`src/rtl/alu_regfile_pipe.sv`:
```
// Two-stage execute unit: bypassed register-file read into an 8-op ALU, with result writeback.
// Latency: 2 edges from issue to result_valid. Throughput is one op per cycle.
// Backpressure: none. The unit never stalls, and a missing issue_valid inserts a bubble.
module alu_regfile_pipe #(
    parameter int DATA_W = 8,
    parameter int ADDR_W = 3
) (
    input  logic              clk,
    input  logic              rst_n,
    input  logic              issue_valid,
    input  logic [2:0]        opcode,
    input  logic              c_in,
    input  logic [ADDR_W-1:0] rs1_addr,
    input  logic [ADDR_W-1:0] rs2_addr,
    input  logic [ADDR_W-1:0] rd_addr,
    input  logic              wb_en,
    input  logic              ext_we,
    input  logic [ADDR_W-1:0] ext_addr,
    input  logic [DATA_W-1:0] ext_data,
    output logic [DATA_W:0]   result,
    output logic              result_valid,
    output logic              carry_flag,
    output logic              zero_flag
);
    localparam int NUM_REGS = 2 ** ADDR_W;

    logic [DATA_W-1:0] regs_q [NUM_REGS];
    logic [DATA_W-1:0] regs_d [NUM_REGS];

    logic              s1_vld_q, s1_vld_d;
    logic [DATA_W-1:0] s1_a_q, s1_a_d;
    logic [DATA_W-1:0] s1_b_q, s1_b_d;
    logic [2:0]        s1_op_q, s1_op_d;
    logic              s1_cin_q, s1_cin_d;
    logic [ADDR_W-1:0] s1_rd_q, s1_rd_d;
    logic              s1_wb_q, s1_wb_d;

    logic [DATA_W:0]   result_q, result_d;
    logic              result_valid_q, result_valid_d;
    logic              carry_q, carry_d;
    logic              zero_q, zero_d;

    logic [DATA_W:0]   alu_res;
    logic              wb_fire;
    logic [DATA_W-1:0] op_a, op_b;

    // ALU on the stage-1 operands. All ops are DATA_W+1 bits wide, and the carry/borrow lands in the MSB.
    always_comb begin
        alu_res = '0;
        case (s1_op_q)
            3'd0: alu_res = {1'b0, s1_a_q} + {1'b0, s1_b_q} + {{DATA_W{1'b0}}, s1_cin_q};
            3'd1: alu_res = {1'b0, s1_a_q} + {1'b0, ~s1_b_q} + {{DATA_W{1'b0}}, s1_cin_q};
            3'd2: alu_res = {1'b0, s1_b_q} + {1'b0, ~s1_a_q} + {{DATA_W{1'b0}}, ~s1_cin_q};
            3'd3: alu_res = {1'b0, s1_a_q | s1_b_q};
            3'd4: alu_res = {1'b0, s1_a_q & s1_b_q};
            3'd5: alu_res = {1'b0, ~s1_a_q & s1_b_q};
            3'd6: alu_res = {1'b0, s1_a_q ^ s1_b_q};
            default: alu_res = {1'b0, s1_a_q ~^ s1_b_q};
        endcase
    end

    assign wb_fire = s1_vld_q & s1_wb_q;

    // Operand select. A completing writeback beats a same-cycle external write, which beats the array.
    always_comb begin
        op_a = regs_q[rs1_addr];
        op_b = regs_q[rs2_addr];
        if (ext_we && ext_addr == rs1_addr) op_a = ext_data;
        if (ext_we && ext_addr == rs2_addr) op_b = ext_data;
        if (wb_fire && s1_rd_q == rs1_addr) op_a = alu_res[DATA_W-1:0];
        if (wb_fire && s1_rd_q == rs2_addr) op_b = alu_res[DATA_W-1:0];
    end

    // Next-state logic. The ALU writeback is applied after the external write so it wins on an address clash.
    always_comb begin
        regs_d = regs_q;
        if (ext_we) regs_d[ext_addr] = ext_data;
        if (wb_fire) regs_d[s1_rd_q] = alu_res[DATA_W-1:0];

        s1_vld_d = issue_valid;
        s1_a_d   = op_a;
        s1_b_d   = op_b;
        s1_op_d  = opcode;
        s1_cin_d = c_in;
        s1_rd_d  = rd_addr;
        s1_wb_d  = wb_en;

        result_valid_d = s1_vld_q;
        result_d       = result_q;
        carry_d        = carry_q;
        zero_d         = zero_q;
        if (s1_vld_q) begin
            result_d = alu_res;
            carry_d  = alu_res[DATA_W];
            zero_d   = (alu_res[DATA_W-1:0] == '0);
        end
    end

    // State registers. Reset clears the array and drops any in-flight op.
    always_ff @(posedge clk) begin
        if (!rst_n) begin
            for (int i = 0; i < NUM_REGS; i++) regs_q[i] <= '0;
            s1_vld_q       <= 1'b0;
            s1_a_q         <= '0;
            s1_b_q         <= '0;
            s1_op_q        <= '0;
            s1_cin_q       <= 1'b0;
            s1_rd_q        <= '0;
            s1_wb_q        <= 1'b0;
            result_q       <= '0;
            result_valid_q <= 1'b0;
            carry_q        <= 1'b0;
            zero_q         <= 1'b0;
        end else begin
            regs_q         <= regs_d;
            s1_vld_q       <= s1_vld_d;
            s1_a_q         <= s1_a_d;
            s1_b_q         <= s1_b_d;
            s1_op_q        <= s1_op_d;
            s1_cin_q       <= s1_cin_d;
            s1_rd_q        <= s1_rd_d;
            s1_wb_q        <= s1_wb_d;
            result_q       <= result_d;
            result_valid_q <= result_valid_d;
            carry_q        <= carry_d;
            zero_q         <= zero_d;
        end
    end

    assign result       = result_q;
    assign result_valid = result_valid_q;
    assign carry_flag   = carry_q;
    assign zero_flag    = zero_q;
endmodule

```
`config.mk`:
```
export PLATFORM = sky130hd
export DESIGN_NAME = alu_regfile_pipe
export DESIGN_NICKNAME = d
export VERILOG_FILES = /design/src/rtl/alu_regfile_pipe.sv
export SDC_FILE = /design/constraint.sdc
export NUM_CORES = 1
export LEC_CHECK = 0
export CAP_MARGIN = 10
export CORE_ASPECT_RATIO = 0.5
export CORE_MARGIN = 4
export CORE_UTILIZATION = 55
export DETAILED_ROUTE_END_ITERATION = 7
export PLACE_DENSITY = 0.84
export SLEW_MARGIN = 20
export SYNTH_ARGS = -nofsm -noshare
export SYNTH_HDL_FRONTEND = slang
export SYNTH_SLANG_ARGS = --single-unit
```
`constraint.sdc`:
```
create_clock -name clk -period 3.98 [get_ports clk]
set_input_delay 0.796 -clock clk [delete_from_list [all_inputs] [get_ports clk]]
set_output_delay 0.796 -clock clk [all_outputs]
set_load 0.05 [all_outputs]
```
# --- Word-level counts from Yosys, hierarchy flattened ---
# Cells that the tools add are included.
op_classes:
  addsub: 6
  n_lt_le_gt_ge: 6
  n_eq_ne: 10
  n_mux: 19
  bitwise_logic: 13
  reduce_logical: 8
op_table:
  columns: ["cell", "count"]
  rows:
  - ["$bwmux 64", 2]
  - ["$mux 64", 2]
  - ["$mux 8", 10]
  - ["$pmux 9 s7", 1]
  - ["$bmux 8 s3", 2]
  - ["$demux 8 s3", 2]
  - ["$add 8x8->9", 3]
  - ["$add 9x1->9", 3]
  - ["$and 8x8->8", 2]
  - ["$ge 4x4->1 const B", 4]
  - ["$not 3->4", 4]
  - ["$not 8->8", 2]
  - ["$eq 3x3->1", 4]
  - ["$eq 3x3->1 const B", 3]
  - ["$logic_not 8->1", 1]
  - ["$lt 4x1->1 const B", 2]
  - ["$or 8x8->8", 1]
  - ["$xnor 8x8->8", 1]
  - ["$xor 8x8->8", 1]
  - ["$eq 3x2->1 const B", 2]
  - ["$logic_and 1x1->1", 6]
  - ["$eq 3x1->1 const B", 1]
  - ["$logic_not 3->1", 1]
  - ["$and 1x1->1", 1]
  - ["$not 1->1", 1]
totals:
  ff_bits: 101
  inputBits: 29
  wordCells: 81

# --- Logic depth before layout (Yosys ltp) ---
logic_depth:
  depth_word: 9
  ltp_mapped: 13
  ltp_nobuf: 12

# --- Least setup slack after synthesis ---
# OpenSTA, ideal clock, no wires.
synth_path:
  path_type: "register to register"
  startpoint: "register s1_a_q[0]"
  endpoint: "register zero_q, in the netlist zero_flag"
  setup_time_ps: 84
  t_arrival_ps: 3149
  required_ps: 3896
  slack_ps: 747
  stages_incl_launch_ff: 13
  n_path_buf: 0
  period_less_slack_ps: 3233
  cell_sequence: "dfxtp_1 -> inv_1 -> fa_1 -> inv_1 -> fa_1 -> mux2i_1 -> o22ai_1 -> a32o_1 -> o31ai_2 -> a21oi_1 -> or4b_1 -> or4_1 -> o31ai_2"
synth_between:
  elab_chain_len: 5
  word_cells_on_any_way: 14
  classes_between: "add/sub (6); mux (1); bitwise (6); reduce/logical (1)"
synth_rtl:
  columns: ["element", "line_no", "source"]
  rows:
  - ["start, declared", "31", "logic [DATA_W-1:0] s1_a_q, s1_a_d;"]
  - ["start signal, assigned", "104", "s1_a_q <= '0;"]
  - ["start signal, assigned", "117", "s1_a_q <= s1_a_d;"]
  - ["$not 8->8", "53, 56", null]
  - ["$add 8x8->9", "53", "3'd2: alu_res = {1'b0, s1_b_q} + {1'b0, ~s1_a_q} + {{DATA_W{1'b0}}, ~s1_cin_q};"]
  - ["$add 9x1->9", "53", null]
  - ["$pmux 9 s7 (*)", "50", "case (s1_op_q)"]
  - ["$logic_not 8->1 (*)", "95", "zero_d = (alu_res[DATA_W-1:0] == '0);"]
  - ["end signal, assigned", "126", "zero_q <= zero_d;"]
  - ["end, declared", "41", "logic zero_q, zero_d;"]
# Mark *: on every way between the ends. The rest lies on a longest branch, timed or not.
# A chain may end at the register's enable or synchronous reset.

# --- Worst setup path after layout ---
# Same ends and word-level chain as after synthesis.

==> metrics.md <==
| Metric | Value |
|---|---|
| Drt pass-1 iters | 5 |
| Overflow after GRT | 0 |
| Synthesized flop and latch total | 100 |
| Post-synthesis sequential area ratio | 0.281 |
| CTS tree | done |
| Critical Path RT | 4.24 ns |
| TritonCTS buffer count | 9 |
| Fin area | 0.00789 sq mm |
| Relative max-transition margin | 0.440 |
| DIE WIDTH | 169 um |
| Final #Nets | 859 |
| CTS Hold Buffers Added | 0 |
| Outcome | finished, final reports clean |
| Filler Cells Inserted | 990 |
| Crit path DAT | 3.70 ns |
| Share of layout cells above drive strength 1 | 0.103 |
| # DRC | 0 |
| Final setup viols | 0 |
| WL final | 19.8 mm |
| Core area | 0.0127 sq mm |
| Clk slew on worst S/H paths | 0.06 ns |
| Post-Synthesis Cells | 791 |
| Height of the chip | 88.5 um |
| Buffers on Ports | 40 |
| CTS max path bufs | 2 |
| Synth top cells by count | dfxtp_1 (100), nor2_1 (100), mux2i_1 (88), a211oi_1 (62), clkbuf_1 (47) |
| Final Skew | 0.00496 ns |
| DP HPWL | 13.4 mm |
| Post-Route Setup TNS | 0 ns |
| Syn avg cell area | 9.01 sq um |
| FFs w/ async S/R, synth | 0 |
| Starting density of the core | 0.563 |
| Synth top area share | 0.281 |
| Unique cell type count in the Yosys netlist | 60 |
| Pwr dens | 315 mW/mm^2 |
| Leakage | 3.18 nW |
| Global-route wire length before repair | 30.9 mm |
| Post-synthesis cell area | 0.00713 sq mm |
| Vias per cell | 6.54 |
| Multi-input logic area | 0.00469 sq mm |
| Fin crit period | 3.44 ns |
| CTS H-tree depth | 3 |
| Slew Viols, Final | 0 |
| Area after DPL | 0.00762 sq mm |
| Ant. Diodes | 0 |
| Hold crit path type | flop to flop |
| Worst setup SP type | flop |
| CTS-repair resized insts | 0 |
| Sequential cell area | 0.00200 sq mm |
| Actual slew at the worst max-slew pin | 0.836 ns |
| Synth area leader | dfxtp_1 |
| Max frequency | 291 MHz |
| CP max FO | 3 |
| Ys flop type | dfxtp_1 |
| Area Growth Syn to Fin | 10.7% |
| WL per Instance | 20.4 um |
| Final Hold Fails | 0 |
| Max cap viols | 0 |
| Pre-CTS WS | 0.533 ns |
| Routed vias | 6322 |
| Die area | 0.0150 sq mm |
| PnR worst setup slack | 0.542 ns |
| Final Cycle Share | 0.864 |
| Post-detailed-route count of antenna-violating nets | 0 |
| GRT Resource Usage Total | 0.261 |
| Setup Fix Bufs, Post-CTS | 0 |
| Site Rows | 29 |
| Synth area leaders | dfxtp_1 (28%), mux2i_1 (12%), mux4_2 (10%) |
| CTS root buf | clkbuf_16 |
| Gpl congestion | 0.930 |
| Synth Warn # | 0 |
| Crit Path Class | flop to flop |
| RSZ-0062 raised after global routing | no |
| Pin count of the biggest net entering global routing | 37 |
| IO Count | 41 |
| Vias in the first global route | 5814 |
| DRT iter0 DRCs | 777 |
| Initial antenna violation count | 0 |
| Mapped Nets | 857 |
| Peak supply drop | 208 uV |
| Clock sink count | 100 |
| Worst setup EP type | flop |
| Clk_lat worst skew | 0.34 ns |
| EDFF count, synth | 0 |
[where the power goes]
group	leakage (nW)	total [W]	switching [W]	internal (W)
registers	0.813	0.00108	0.0000416	0.00104
clock network	0.124	0.000807	0.000370	0.000436
logic	2.24	0.000595	0.000356	0.000239
[stage by stage]
stage          cells  utilization  power (W)  hold slack, ns
6_report         966        0.623    0.00248           0.498
5_1_grt          966        0.623    0.00258           0.524
4_1_cts          966        0.623    0.00248           0.507
3_5_place_dp     952        0.602    0.00168           0.479
3_3_place_gp     952        0.602    0.00167           0.473
2_1_floorplan    791            -    0.00151           0.503
[critical path, cell delays in order (launching register included)]
cell	delay [ns]
dfxtp_1	0.39
inv_1	0.13
fa_1	0.45
inv_1	0.08
fa_1	0.41
mux2i_1	0.15
o22ai_1	0.09
a32o_1	0.25
o31ai_2	0.18
a21oi_1	0.12
or4b_1	0.51
or4_1	0.42
o31ai_2	0.17
[cell families (layout without fill, tap and decap cells)]
group	Yosys count	after routing	synth area share
AOI/OAI and AO/OA	191	191	0.192
xor gates and xnor gates	24	24	0.0295
adders and majority gates	37	37	0.0713
buffers and inverters	108	113	0.0628
and+or+nand+nor	211	211	0.139
DFF	100	100	0.281
muxes	120	120	0.225
[cell type report]
type,count,share of cell area
multi-input combinational,583,0.594
sequential,100,0.254
timing repair buffer,66,0.0755
clock buffer,11,0.0308
tap,170,0.0270
inverter,33,0.0157
clock inverter,3,0.00301
[final timing paths]
path         slack (ns)         to  cells past startpoint      start
max reg2reg        0.54  zero_flag                     12  s1_a_q[0]
min                0.50  result[6]                      2  result[6]
max                0.54  zero_flag                     12  s1_a_q[0]
min reg2reg        0.50  result[6]                      2  result[6]
[state kept, by name, summed over array words and instances, names as in the netlist]
register and flops:
s1_a_q 8, s1_cin_q 1, s1_op_q 3, zero_flag 1, s1_b_q 8, result_valid_d 1
result_valid 1, s1_wb_q 1, result 9, s1_rd_q 3, regs_q 64
[cell usage in the layout, fill, tap and decap left out, types with 3 or more instances in the layout]
cell	Yosys	layout
dfxtp_1	100	100
buf_4	1	26
nand2_1	39	39
nor3_1	10	10
a211oi_1	62	62
o21ai_0	24	24
nand2b_1	5	5
nand3_1	7	7
nor3b_1	3	3
nand4b_1	3	3
a32o_1	3	3
o22ai_1	3	3
clkdlybuf4s50_1	0	40
a31oi_1	4	4
nor2_1	100	100
clkbuf_16	0	9
a221oi_1	4	4
or4_1	3	3
o211a_1	8	8
xnor2_1	11	11
o211ai_1	4	4
mux4_2	32	32
and2_1	11	11
xor2_1	13	13
a21oi_1	34	34
ha_1	31	31
nor3_2	3	3
a211o_1	17	17
nand4_1	5	5
inv_1	31	31
o311ai_0	4	4
fa_1	6	6
a32oi_1	3	3
mux2i_1	88	88
nor2b_1	8	8
o31ai_1	5	5
[layer usage]
layer,part of all wire,vias up,GRT usage
met4,0.021,0,0.0833
met1,0.41,2994,0.350
met2,0.46,388,0.434
met3,0.11,44,0.0527
li1,-,2896,-
met5,0,-,0
No activity file was read; power rests on OpenSTA's default activity.
